==> config.mk <==
export PLATFORM = sky130hd
export DESIGN_NAME = centroid_update
export DESIGN_NICKNAME = d
export VERILOG_FILES = /design/src/rtl/kmeans_pkg.sv /design/src/rtl/seq_divider.sv /design/src/rtl/centroid_update.sv
export SDC_FILE = /design/constraint.sdc
export NUM_CORES = 1
export LEC_CHECK = 0
export BUFFER_PORTS_ARGS = -buffer_cell sky130_fd_sc_hd__buf_4
export CORE_ASPECT_RATIO = 1.2
export CORE_UTILIZATION = 35
export DETAILED_ROUTE_END_ITERATION = 16
export SLEW_MARGIN = 20
export SYNTH_ARGS = -nofsm -noshare
export SYNTH_HDL_FRONTEND = slang
export SYNTH_SLANG_ARGS = --single-unit
==> constraint.sdc <==
create_clock -name clk -period 40.2 [get_ports clk]
set_input_delay 10.05 -clock clk [delete_from_list [all_inputs] [get_ports clk]]
set_output_delay 10.05 -clock clk [all_outputs]
set_load 0.01 [all_outputs]
==> src/rtl/kmeans_pkg.sv <==
// Shared sizing, FSM encoding and packed-field helpers for the k-means centroid update.
// CEN_UPDATE_ROUND_EN widens the divider dividend by one bit for round-to-nearest.
package kmeans_pkg;

  localparam int CEN_NUM  = 8;
  localparam int FEAT_NUM = 7;
  localparam int FEAT_W   = 13;
  localparam int ACC_W    = 24;
  localparam int CNT_W    = 16;

  localparam int IDX_W  = $clog2(CEN_NUM);
  localparam int FIDX_W = $clog2(FEAT_NUM);
  localparam int DATA_W = FEAT_NUM * FEAT_W;
  localparam int SUM_W  = FEAT_NUM * ACC_W;
  localparam int REM_W  = ACC_W + 1;

`ifdef CEN_UPDATE_ROUND_EN
  localparam int DVD_W = ACC_W + 1;
`else
  localparam int DVD_W = ACC_W;
`endif

  typedef enum logic [2:0] {
    IDLE = 3'd0,
    RD   = 3'd1,
    CAP  = 3'd2,
    DIV  = 3'd3,
    WR   = 3'd4,
    DONE = 3'd5
  } cu_state_t;

  function automatic logic [ACC_W-1:0] sum_field(input logic [SUM_W-1:0] v,
                                                 input logic [FIDX_W-1:0] f);
    return v[f*ACC_W +: ACC_W];
  endfunction

  function automatic logic [DATA_W-1:0] feat_set(input logic [DATA_W-1:0] v,
                                                 input logic [FIDX_W-1:0] f,
                                                 input logic [FEAT_W-1:0] x);
    logic [DATA_W-1:0] r;
    r = v;
    r[f*FEAT_W +: FEAT_W] = x;
    return r;
  endfunction

endpackage

==> src/rtl/seq_divider.sv <==
// Unsigned restoring divider, one quotient bit per cycle; done and the final quotient
// appear combinationally on the last step so back-to-back divides take DVD_W cycles each.
module seq_divider #(
  parameter int DVD_W = 24,
  parameter int DVS_W = 16,
  parameter int REM_W = 25
) (
  input  logic             clk,
  input  logic             rst,
  input  logic             start_i,
  input  logic [DVD_W-1:0] dividend_i,
  input  logic [DVS_W-1:0] divisor_i,
  output logic             busy_o,
  output logic             done_o,
  output logic [DVD_W-1:0] quotient_o,
  output logic [REM_W-1:0] remainder_o
);

  localparam int STEP_W = $clog2(DVD_W);

  logic [REM_W-1:0]  rem_q, rem_d;
  logic [DVD_W-1:0]  quo_q, quo_d;
  logic [STEP_W-1:0] step_q, step_d;
  logic              busy_q, busy_d;

  logic [REM_W-1:0]  src_rem;
  logic [DVD_W-1:0]  src_quo;
  logic [STEP_W-1:0] step;
  logic [REM_W:0]    rem_sh;
  logic [REM_W+1:0]  diff;
  logic              borrow;
  logic              active;
  logic              last;

  // divisor_i must stay stable for the whole divide; the first step uses dividend_i directly
  always_comb begin
    src_rem = start_i ? '0 : rem_q;
    src_quo = start_i ? dividend_i : quo_q;
    step    = start_i ? '0 : step_q;
    rem_sh  = {src_rem, src_quo[DVD_W-1]};
    diff    = {1'b0, rem_sh} - {{(REM_W+2-DVS_W){1'b0}}, divisor_i};
    borrow  = diff[REM_W+1];
    active  = start_i | busy_q;
    last    = active && (step == STEP_W'(DVD_W-1));

    rem_d  = rem_q;
    quo_d  = quo_q;
    step_d = step_q;
    busy_d = busy_q;
    if (active) begin
      rem_d  = borrow ? REM_W'(rem_sh) : REM_W'(diff);
      quo_d  = {src_quo[DVD_W-2:0], ~borrow};
      step_d = step + STEP_W'(1);
      busy_d = !last;
    end
  end

  always_ff @(posedge clk or posedge rst) begin
    if (rst) begin
      rem_q  <= '0;
      quo_q  <= '0;
      step_q <= '0;
      busy_q <= 1'b0;
    end else begin
      rem_q  <= rem_d;
      quo_q  <= quo_d;
      step_q <= step_d;
      busy_q <= busy_d;
    end
  end

  assign busy_o      = busy_q;
  assign done_o      = last;
  assign quotient_o  = quo_d;
  assign remainder_o = rem_d;

endmodule

==> src/rtl/centroid_update.sv <==
// k-means back end: divides each centroid's feature sums by its point count and writes it back.
// Optional macro CEN_UPDATE_ROUND_EN selects round-to-nearest instead of truncation.
module centroid_update
  import kmeans_pkg::*;
(
  input  logic              clk,
  input  logic              rst,
  input  logic              start,
  output logic              busy,
  output logic              done,
  output logic              converged,
  output logic              acc_rd_en,
  output logic [IDX_W-1:0]  acc_rd_idx,
  input  logic [SUM_W-1:0]  acc_sum,
  input  logic [CNT_W-1:0]  acc_cnt,
  input  logic [DATA_W-1:0] old_cen,
  output logic              cen_wr_en,
  output logic [IDX_W-1:0]  cen_wr_idx,
  output logic [DATA_W-1:0] cen_wr_data
);

  cu_state_t         state_q, state_d;
  logic [IDX_W-1:0]  k_q, k_d;
  logic [FIDX_W-1:0] f_q, f_d;
  logic              conv_q, conv_d;
  logic              converged_q, converged_d;

  logic [SUM_W-1:0]  sum_q, sum_d;
  logic [CNT_W-1:0]  cnt_q, cnt_d;
  logic [DATA_W-1:0] old_q, old_d;
  logic [DATA_W-1:0] new_q, new_d;

  logic              div_start;
  logic              div_busy;
  logic              div_done;
  logic [DVD_W-1:0]  div_dividend;
  logic [DVD_W-1:0]  div_quo;

  function automatic logic [FEAT_W-1:0] sat_feat(input logic [DVD_W-1:0] q);
    if (|q[DVD_W-1:FEAT_W]) return {FEAT_W{1'b1}};
    return q[FEAT_W-1:0];
  endfunction

`ifdef CEN_UPDATE_ROUND_EN
  assign div_dividend = {1'b0, sum_field(sum_q, f_q)} + DVD_W'(cnt_q >> 1);
`else
  assign div_dividend = sum_field(sum_q, f_q);
`endif

  seq_divider #(
    .DVD_W(DVD_W),
    .DVS_W(CNT_W),
    .REM_W(REM_W)
  ) u_div (
    .clk        (clk),
    .rst        (rst),
    .start_i    (div_start),
    .dividend_i (div_dividend),
    .divisor_i  (cnt_q),
    .busy_o     (div_busy),
    .done_o     (div_done),
    .quotient_o (div_quo),
    .remainder_o()
  );

  always_comb begin
    state_d     = state_q;
    k_d         = k_q;
    f_d         = f_q;
    conv_d      = conv_q;
    converged_d = converged_q;
    sum_d       = sum_q;
    cnt_d       = cnt_q;
    old_d       = old_q;
    new_d       = new_q;
    div_start   = 1'b0;
    unique case (state_q)
      IDLE: if (start) begin
        k_d         = '0;
        conv_d      = 1'b1;
        converged_d = 1'b0;
        state_d     = RD;
      end
      RD: state_d = CAP;
      CAP: begin
        sum_d = acc_sum;
        cnt_d = acc_cnt;
        old_d = old_cen;
        if (acc_cnt == '0) begin
          new_d   = old_cen;
          state_d = WR;
        end else begin
          f_d     = '0;
          state_d = DIV;
        end
      end
      DIV: begin
        // a fresh divide launches the cycle after the previous one finishes
        div_start = !div_busy;
        if (div_done) begin
          new_d = feat_set(new_q, f_q, sat_feat(div_quo));
          if (f_q == FIDX_W'(FEAT_NUM-1)) state_d = WR;
          else                             f_d     = f_q + FIDX_W'(1);
        end
      end
      WR: begin
        conv_d = conv_q & (new_q == old_q);
        if (k_q == IDX_W'(CEN_NUM-1)) begin
          state_d = DONE;
        end else begin
          k_d     = k_q + IDX_W'(1);
          state_d = RD;
        end
      end
      DONE: begin
        converged_d = conv_q;
        state_d     = IDLE;
      end
      default: state_d = IDLE;
    endcase
  end

  always_ff @(posedge clk or posedge rst) begin
    if (rst) begin
      state_q     <= IDLE;
      k_q         <= '0;
      f_q         <= '0;
      conv_q      <= 1'b0;
      converged_q <= 1'b0;
    end else begin
      state_q     <= state_d;
      k_q         <= k_d;
      f_q         <= f_d;
      conv_q      <= conv_d;
      converged_q <= converged_d;
    end
  end

  always_ff @(posedge clk) begin
    sum_q <= sum_d;
    cnt_q <= cnt_d;
    old_q <= old_d;
    new_q <= new_d;
  end

  assign busy        = (state_q != IDLE);
  assign done        = (state_q == DONE);
  assign converged   = (state_q == DONE) ? conv_q : converged_q;
  assign acc_rd_en   = (state_q == RD);
  assign acc_rd_idx  = (state_q == RD) ? k_q : '0;
  assign cen_wr_en   = (state_q == WR);
  assign cen_wr_idx  = (state_q == WR) ? k_q : '0;
  assign cen_wr_data = (state_q == WR) ? new_q : '0;

endmodule

; ---- After elaboration in Yosys (flattened, before gate mapping)
; Index checks and enable logic that the tools add are counted.
[totals]
mem_bits_ro = 0
memories = 0
inputBits = 278
regBits = 432
wordCells = 96
latchBits = 0
output_inout_bits = 102
mem_bits_rw = 0
[op_classes]
addsub = 5
n_bitwise = 3
shift = 3
mul = 2
eq_ne = 16
div = 0
mux = 38
n_lt_le_gt_ge = 0
n_reduce_logical = 16
[ops]
columns = cell, n
row1 = two-way mux 91 bit, 3
row2 = one-hot mux 91 bit (2 select lines), 1
row3 = indexed part select 168 x 9 -> 24 bit, 1
row4 = bitwise mux 91 bit, 1
row5 = equality test 91 bit, 1
row6 = "variable shift 13 x 34 -> 91 bit, first input constant", 1
row7 = indexed part select 13 x 34 -> 91 bit, 1
row8 = two-way mux 13 bit, 4
row9 = two-way mux 25 bit, 2
row10 = two-way mux 24 bit, 2
row11 = two-way mux 3 bit, 12
row12 = negation 7 -> 34 bit, 1
row13 = subtractor 26 x 16 -> 27 bit, 1
row14 = logical NOT 16 bit, 1
row15 = one-hot mux 3 bit (5 select lines), 1
row16 = "inequality test 2 bit, second input constant", 7
row17 = "equality test 3 bit, second input constant", 4
row18 = one-hot mux 3 bit (2 select lines), 2
row19 = OR reduction 11 bit, 1
row20 = AND reduction 3 bit, 3
row21 = "multiplier 3 x 4 -> 7 bit, second input constant", 1
row22 = two-way mux 1 bit, 7
row23 = "adder 3 x 1 -> 3 bit, second input constant", 2
row24 = "equality test 3 x 2 -> 1 bit, second input constant", 2
row25 = other kinds (16), 21

; ---- Longest topological paths before layout
; Gate-level depths: netlist of the first run.
[logic_depth]
depth_word = 17
mapped_depth = 21
depth_no_buf = 14

; ---- Cells and area by module
; Synthesis of the first run repeated with hierarchy kept, for this count alone.
[hier_totals]
hier_cells = 1484
area_unflattened_um2 = 19792.7
[modules_own_cells]
columns = mod, seq_area_each_um2, area_each_um2, cells_per_inst, instances
row1 = centroid_update, 11265.8, 16004.1, 1047, 1
row2 = seq_divider, 1376.3, 3788.6, 437, 1

; ---- Worst setup path after synthesis of the first run
; Ideal clock, no wire load.
[synth_timing]
kind = register to register
start = register state_q[1]
end = register cnt_q[0], enable pin
setup_ns = 0.916
path_slack_ns = 27.234
path_stages_with_launch = 4
required_ns = 39.284
synth_period_minus_slack_ns = 12.966
path_buffers = 1
arrival_time_ns = 12.050
path_cell_list = dfrtp_1 > clkbuf_1 > nand2b_1 > nor2_1
[synth_via]
elab_chain_len = 1
[synth_rtl]
columns = item, line
row1 = from (decl), centroid_update.sv:22  ; cu_state_t state_q, state_d;
row2 = from (signal assigned), centroid_update.sv:131  ; state_q <= state_d;
row3 = equality test 3 x 2 -> 1 bit, centroid_update.sv:77  ; unique case (state_q)
row4 = to (signal assigned), centroid_update.sv:141  ; cnt_q <= cnt_d;
row5 = to (decl), centroid_update.sv:29  ; logic [CNT_W-1:0] cnt_q, cnt_d;
; Every way passes these cells.
; A chain may end at the register's enable or synchronous reset.

; ---- Worst setup path after layout of the first run
[layout_timing]
start = register state_q[0]
end = output cen_wr_data[5]
[layout_via]
elab_chain_len = 2
[layout_rtl]
columns = item, line
row1 = equality test 3 bit, centroid_update.sv:153  ; assign cen_wr_data = (state_q == WR) ? new_q : '0;
row2 = two-way mux 91 bit, centroid_update.sv:153
row3 = to (decl), centroid_update.sv:19  ; output logic [DATA_W-1:0] cen_wr_data
; Every way passes these cells.

==> results.cfg, run 1 <==
[logic_synthesis]
netlist_top_cells_area = sky130_fd_sc_hd__edfxtp_1 (56%), sky130_fd_sc_hd__dfrtp_1 (8.4%), sky130_fd_sc_hd__and2_1 (3.7%)
postSynthRegisterBits = 432
syn_nets = 1784
yosysSeqAreaShare_pct = 64.4
mappedNetlistArea_um2 = 19600
ys.flop_type = sky130_fd_sc_hd__edfxtp_1
synthMostInstantiatedCell = sky130_fd_sc_hd__edfxtp_1
netlist_instances = 1481
yosysTopAreaCell = sky130_fd_sc_hd__edfxtp_1
warnings_from_yosys = 0
synth_top_cells_by_count = sky130_fd_sc_hd__edfxtp_1 (366), sky130_fd_sc_hd__nand2_1 (141), sky130_fd_sc_hd__and2_1 (117), sky130_fd_sc_hd__o21ai_0 (87), sky130_fd_sc_hd__nor2_1 (77)
synth_async_sr_flop_share_pct = 15.3
post_synth_num_cell_types = 65
syn_avg_cell_area_um2 = 13.3
yosysTopAreaCellShare_pct = 56.0
synth-edff-count = 366

[critical_path]
timing_worst_setup_path_type = flip-flop to primary output
crit_path_end_kind = primary output
critical_path.reg2reg.startpoint = state_q[0]
critPathRequiredTime_ns = 30.15
path_max_fanout = 98
startpoint_class_of_the_critical_path = flip-flop
cp_data_arrival_time_ns = 2.39
cp-startpoint = state_q[0]
reg2reg_slack_ns = 34.38

[clocking]
clock_tree.root_cell = sky130_fd_sc_hd__clkbuf_16
postCtsSetupRepairBufs = 0
post_cts_resized = 0
clk_latency_ns = 0.58
clkTransAtPathRegs_ns = 0.06
cts-root-to-sink-buffers = 3
htreeDepth = 2
tritoncts_clock_tree = done
cts_hold_buf = 0
cts-buffers-inserted = 45
cts_sinks = 432

[cells_and_area]
flow.area_growth_from_synthesis_pct = 25.6
final_design_area_no_fill_um2 = 24600
finalNetCount = 2151
final_design_utilization_pct = 44.7
drive_above_1_share_pct = 28.3

[floorplan]
die-area_um2 = 57000
core-area_um2 = 55200
die_w_um = 218
die_height_um = 261
placement_rows = 94
floorplan.initialDensity_pct = 35.6
floorplan.io_pins = 380

[sta]
max_freq_mhz = 80.4
fin_setup_tns_ns = 0
rsz0062_at_grt = false
finalCriticalPeriod_ns = 12.44
timing.final.max_slew_violations = 0
final.setup_skew_ns = 0.0186
final-setup-viol-count = 0
slew_headroom_pct = 27.7
finalHoldViolations = 0
fin_crit_sh_pct = 30.9
actual_slew_at_the_worst_max_slew_pin_ns = 1.08

[grt]
first_global_vias = 13100
grt-ovfl-total = 0
grt_start_max_net_pins = 99
antenna_found_initial = 2
grt_util_all_layers_pct = 19.1
grt_pass1_wl_mm = 80.9

[drt]
detail_route.wirelength_mm = 55.8
post-route-drc-count = 0
drt-wirelength-per-cell_um = 21.4
post_drt_via_cell_ratio = 5.06
drt.antenna.violating_nets = 0
drt_pre_antenna_iters = 5
detailroute.via_count = 13200
first_iter_violations = 783

[power_and_ir_drop]
power_per_cell_area_nw_per_um2 = 70.3
leakage_nw = 9.68
max-vdd-ir-drop_mv = 0.0412

[run_status]
outcome = finished, final reports clean

[hold_path]
min-delay-path-class = flip-flop to flip-flop
hold_start = u_div.rem_q[8]

[placed_design]
globalplace.congestion = 0.851
port_buffers = 379
placed_cell_area_um2 = 23200
post-dp-hpwl_mm = 40.4

[run]
cap_viol_max_count = 0
==> kinds of logic (layout without fill, tap and decap cells) <==
family | Yosys count | in the layout | share of synthesized area [%]
AO/OA/AOI/OAI | 298 | 298 | 9.84
multiplexers | 62 | 62 | 4.62
AND/OR/NAND/NOR | 440 | 440 | 11.9
XOR/XNOR | 116 | 116 | 5.18
adder cells (fa/ha/maj) | 25 | 25 | 1.63
other | 0 | 2 | 0
buffers and inverters | 108 | 512 | 2.40
flip-flops | 432 | 432 | 64.4
==> through the flow <==
stage / hold slack, ns / total power, mW / worst slack, ns / instances
after global placement: 0.463 / 1.32 / 27.25 / 2521
after detailed placement: 0.468 / 1.34 / 27.24 / 2521
after floorplan: 0.441 / 1.18 / 27.23 / 1481
final: 0.473 / 1.73 / 27.76 / 2607
after global routing: 0.506 / 1.84 / 27.58 / 2607
after CTS: 0.479 / 1.75 / 27.74 / 2605
==> metal layers <==
layer  wire (um)  GRT usage (%)
met1       23300           24.5
met2       27200           32.0
met3        3450           3.28
met4        1840           7.42
met5           0              0
==> sequential cells by signal, indices dropped and copies added, names as in the netlist, 3 cells and up <==
name	count
old_q	91
cnt_q	16
f_q	3
sum_q	168
u_div.rem_q	25
u_div.step_q	5
k_q	3
state_q	3
u_div.quo_q	24
new_q	91
==> final timing paths <==
path                       cells after the start              end
hold / removal                                 2   u_div.rem_q[8]
hold reg to reg                                2   u_div.rem_q[8]
setup / recovery                               4   cen_wr_data[5]
setup reg to reg                              14        new_q[39]
max in group asynchronous                      3           f_q[0]
min in group asynchronous                      3  u_div.quo_q[10]
==> area by class of cell <==
type / instances / area (um^2)
sequential: 432 / 12600
clock buffer: 57 / 1190
clock inverter: 27 / 245
fill: 5028 / 30500
inverter: 27 / 101
tap: 720 / 901
antenna: 2 / 5.00
timing repair buffer: 401 / 3010
multi-input combinational: 941 / 6550
==> where the power goes <==
group / switching, mW / internal (mW)
combinational: 0.360 / 0.227
sequential: 0.0726 / 0.665
clock: 0.178 / 0.231
total: 0.611 / 1.12
==> cells in the final DEF, fill, tap and decap left out, types with 12 or more instances in the layout <==
cell,count
sky130_fd_sc_hd__xor2_1,73
sky130_fd_sc_hd__and2_1,117
sky130_fd_sc_hd__mux4_2,15
sky130_fd_sc_hd__mux2i_1,16
sky130_fd_sc_hd__a211oi_1,18
sky130_fd_sc_hd__nor2_1,70
sky130_fd_sc_hd__clkbuf_16,45
sky130_fd_sc_hd__a221o_1,18
sky130_fd_sc_hd__inv_1,25
sky130_fd_sc_hd__ha_1,24
sky130_fd_sc_hd__o31ai_1,14
sky130_fd_sc_hd__xnor2_1,43
sky130_fd_sc_hd__nor4_1,25
sky130_fd_sc_hd__dfrtp_1,65
sky130_fd_sc_hd__nand2_1,141
sky130_fd_sc_hd__mux2_2,27
sky130_fd_sc_hd__nand4_1,13
sky130_fd_sc_hd__o21ai_0,87
sky130_fd_sc_hd__nand3_1,12
sky130_fd_sc_hd__a21oi_1,62
sky130_fd_sc_hd__o211ai_1,17
sky130_fd_sc_hd__edfxtp_1,366
sky130_fd_sc_hd__buf_4,401
sky130_fd_sc_hd__a2bb2oi_1,16
==> worst max-delay path, cell delays in order (launching register included) <==
cell and delay (ns):
sky130_fd_sc_hd__dfrtp_1 0.51, sky130_fd_sc_hd__nor3b_2 0.22, sky130_fd_sc_hd__buf_4 0.58, sky130_fd_sc_hd__and2_1 0.28, sky130_fd_sc_hd__buf_4 0.14
No activity file was read; power rests on OpenSTA's default activity.
==> inputs of run 2 (changes only) <==
ABC_AREA = 1   (was unset)
clock period = 10.1 ns   (was 40.2 ns; I/O delays follow)
==> run 2 against run 1 <==
  * Clock power grew to 4.1 times the previous value
  * Critical endpoint is now cen_wr_data[40]
  * Highest routed layer unchanged
  * Hold slack better by 0.018 ns
  * Combinational power is 82% lower
  * Global-route usage is 1.0 points higher
  * Sequential cell count stayed put
  * Largest power group unchanged
  * Non-clock buffer count is 6 lower
  * Power is 110% higher
  * Synthesized cell count is 38% higher
  * Clock skew is 0.0046 ns higher
  * Sequential share of layout area is 1.5 points lower
  * Core utilization is 0.40 points lower
  * Critical path depth is 2 higher
  * Largest cell class unchanged
==> results.cfg, run 2 <==
[drt]
post-route-drc-count = 0
detail_route.wirelength_mm = 60.2
drt.antenna.violating_nets = 0
post_drt_via_cell_ratio = 4.91
drt_pre_antenna_iters = 5
drt-wirelength-per-cell_um = 19.0
first_iter_violations = 1108
detailroute.via_count = 15600

[logic_synthesis]
synth_async_sr_flop_share_pct = 15.3
synthMostInstantiatedCell = sky130_fd_sc_hd__nand2_1
yosysSeqAreaShare_pct = 62.1
syn_avg_cell_area_um2 = 9.95
warnings_from_yosys = 0
synth-edff-count = 366
yosysTopAreaCell = sky130_fd_sc_hd__edfxtp_1
post_synth_num_cell_types = 44
netlist_top_cells_area = sky130_fd_sc_hd__edfxtp_1 (54%), sky130_fd_sc_hd__nand2_1 (9.6%), sky130_fd_sc_hd__dfrtp_1 (8.1%)
postSynthRegisterBits = 432
mappedNetlistArea_um2 = 20400
yosysTopAreaCellShare_pct = 54.0
synth_top_cells_by_count = sky130_fd_sc_hd__nand2_1 (520), sky130_fd_sc_hd__edfxtp_1 (366), sky130_fd_sc_hd__nor2_1 (226), sky130_fd_sc_hd__inv_1 (217), sky130_fd_sc_hd__nand3_1 (141)
netlist_instances = 2046
syn_nets = 2349
ys.flop_type = sky130_fd_sc_hd__edfxtp_1

[cells_and_area]
final_design_area_no_fill_um2 = 25400
drive_above_1_share_pct = 21.0
fillerInstances = 5415
top_register = sum_q
sequential_cell_area_um2 = 12600
largest_reg_flops = 168
layout.cells.most_common_list = sky130_fd_sc_hd__nand2_1 (520), sky130_fd_sc_hd__buf_4 (395), sky130_fd_sc_hd__edfxtp_1 (366)
multiInputGateArea_um2 = 6530
flow.area_growth_from_synthesis_pct = 24.7
finalNetCount = 2701
reg.largest.list = sum_q x168, new_q x91, old_q x91
layout_commonest_cell = sky130_fd_sc_hd__nand2_1

[critical_path]
crit_path_cell_trace = inv_1, nor2_1, inv_2, buf_4, nor2_1, buf_4
startpoint_class_of_the_critical_path = flip-flop
cpMaxStageDelayCell = sky130_fd_sc_hd__dfrtp_1
slowest_delay_ns = 0.59
cp_data_arrival_time_ns = 2.74
crit_path_end_kind = primary output
timing_worst_setup_path_type = flip-flop to primary output
critical_path.n_buffers_inverters = 4
path_max_fanout = 95
timing.critical_path.max_delay_family = simple AND/OR/NAND/NOR gates
critPathRequiredTime_ns = 7.58

[sta]
setup_slack_ns = 4.83
finalCriticalPeriod_ns = 5.27
final-setup-viol-count = 0
rsz0062_at_grt = false
fin_crit_sh_pct = 52.2
max_freq_mhz = 190
final.setup_skew_ns = 0.0232
timing.final.max_slew_violations = 0
fin_hold_ws_ns = 0.491
finalHoldViolations = 0
actual_slew_at_the_worst_max_slew_pin_ns = 1.10
fin_setup_tns_ns = 0
slew_headroom_pct = 26.8

[placed_design]
post-dp-hpwl_mm = 42.5
globalplace.congestion = 0.829
dp_slack_ns = 4.51
placed_cell_area_um2 = 23900
port_buffers = 379

[clocking]
cts-root-to-sink-buffers = 3
post_cts_resized = 0
cts_hold_buf = 0
postCtsSetupRepairBufs = 0
clkTransAtPathRegs_ns = 0.06
clk_latency_ns = 0.59
cts_sinks = 432
tritoncts_clock_tree = done
clock_tree.root_cell = sky130_fd_sc_hd__clkbuf_16
htreeDepth = 2
cts-buffers-inserted = 46

[floorplan]
floorplan.initialDensity_pct = 35.5
die_w_um = 222
floorplan.io_pins = 380
core-area_um2 = 57300
die_height_um = 266
placement_rows = 96
die-area_um2 = 59100

[grt]
first_global_vias = 15600
antenna_found_initial = 1
grt-ovfl-total = 0
grt_start_max_net_pins = 96
grt_pass1_wl_mm = 90.1
grt_util_all_layers_pct = 20.1

[run]
cap_viol_max_count = 0

[power_and_ir_drop]
leakage_nw = 11.1
total_design_power_mw = 3.71
power_per_cell_area_nw_per_um2 = 146
max-vdd-ir-drop_mv = 0.119

[hold_path]
min-delay-path-class = flip-flop to flip-flop

[run_status]
outcome = finished, final reports clean
[run 2: area by class of cell]
type | count | area share, %
Clock inverter | 29 | 1.07
Sequential cell | 432 | 49.8
Clock buffer | 57 | 4.78
Multi-Input combinational cell | 1302 | 25.7
Tap cell | 735 | 3.62
Timing Repair Buffer | 395 | 11.7
Antenna cell | 1 | 0.00986
Inverter | 221 | 3.27
[run 2: routing by layer]
layer	vias up	track usage, %	wire length (um)
met2	569	34.8	29700
met3	78	3.98	3980
li1	7515	-	-
met1	7397	25.1	24900
met4	0	6.33	1610
met5	-	0	0
[run 2: power by group]
group / leakage (nW) / switching [mW] / internal, mW / total (mW)
Sequential: 3.96 / 0 / 1.93 / 1.93
Clock: 0.719 / 0.714 / 0.961 / 1.67
Combinational: 6.47 / 0.0365 / 0.0679 / 0.104
Total: 11.1 / 0.750 / 2.96 / 3.71
[run 2: per-stage QoR]
stage | utilization (%) | std cells
3_5_place_dp | 41.7 | 3085
3_3_place_gp | 41.7 | 3085
5_1_grt | 44.3 | 3172
6_report | 44.3 | 3172
2_1_floorplan | - | 2046
4_1_cts | 44.3 | 3171
[run 2: cell families after synthesis]
logic type,Yosys count,share of synthesized area [%]
compound gates,153,4.22
buf+inv,312,6.02
simple gates,1018,21.5
flops,432,62.1
fa+ha+maj,25,1.57
xor+xnor,105,4.52
mux,1,0.0553
[run 2: worst paths after layout]
| path | start | to | slack [ns] | depth (start not counted) |
|---|---|---|---|---|
| min reg2reg | u_div.rem_q[0] | u_div.rem_q[0] | 0.49 | 2 |
| min in group asynchronous | rst | u_div.rem_q[5] | 2.23 | 3 |
| min | u_div.rem_q[0] | u_div.rem_q[0] | 0.49 | 2 |
| max in group asynchronous | rst | f_q[0] | 7.18 | 3 |
| max | state_q[2] | cen_wr_data[40] | 4.83 | 6 |
| max reg2reg | f_q[0] | u_div.rem_q[15] | 4.93 | 18 |
[run 2: worst register-to-register path, delay by kind of cell, from the launching register on]
family,cells,cell delay [ns]
buf+inv,4,1.52
simple gates,7,1.36
compound gates,5,0.80
fa+ha+maj,2,0.71
flops,1,0.67
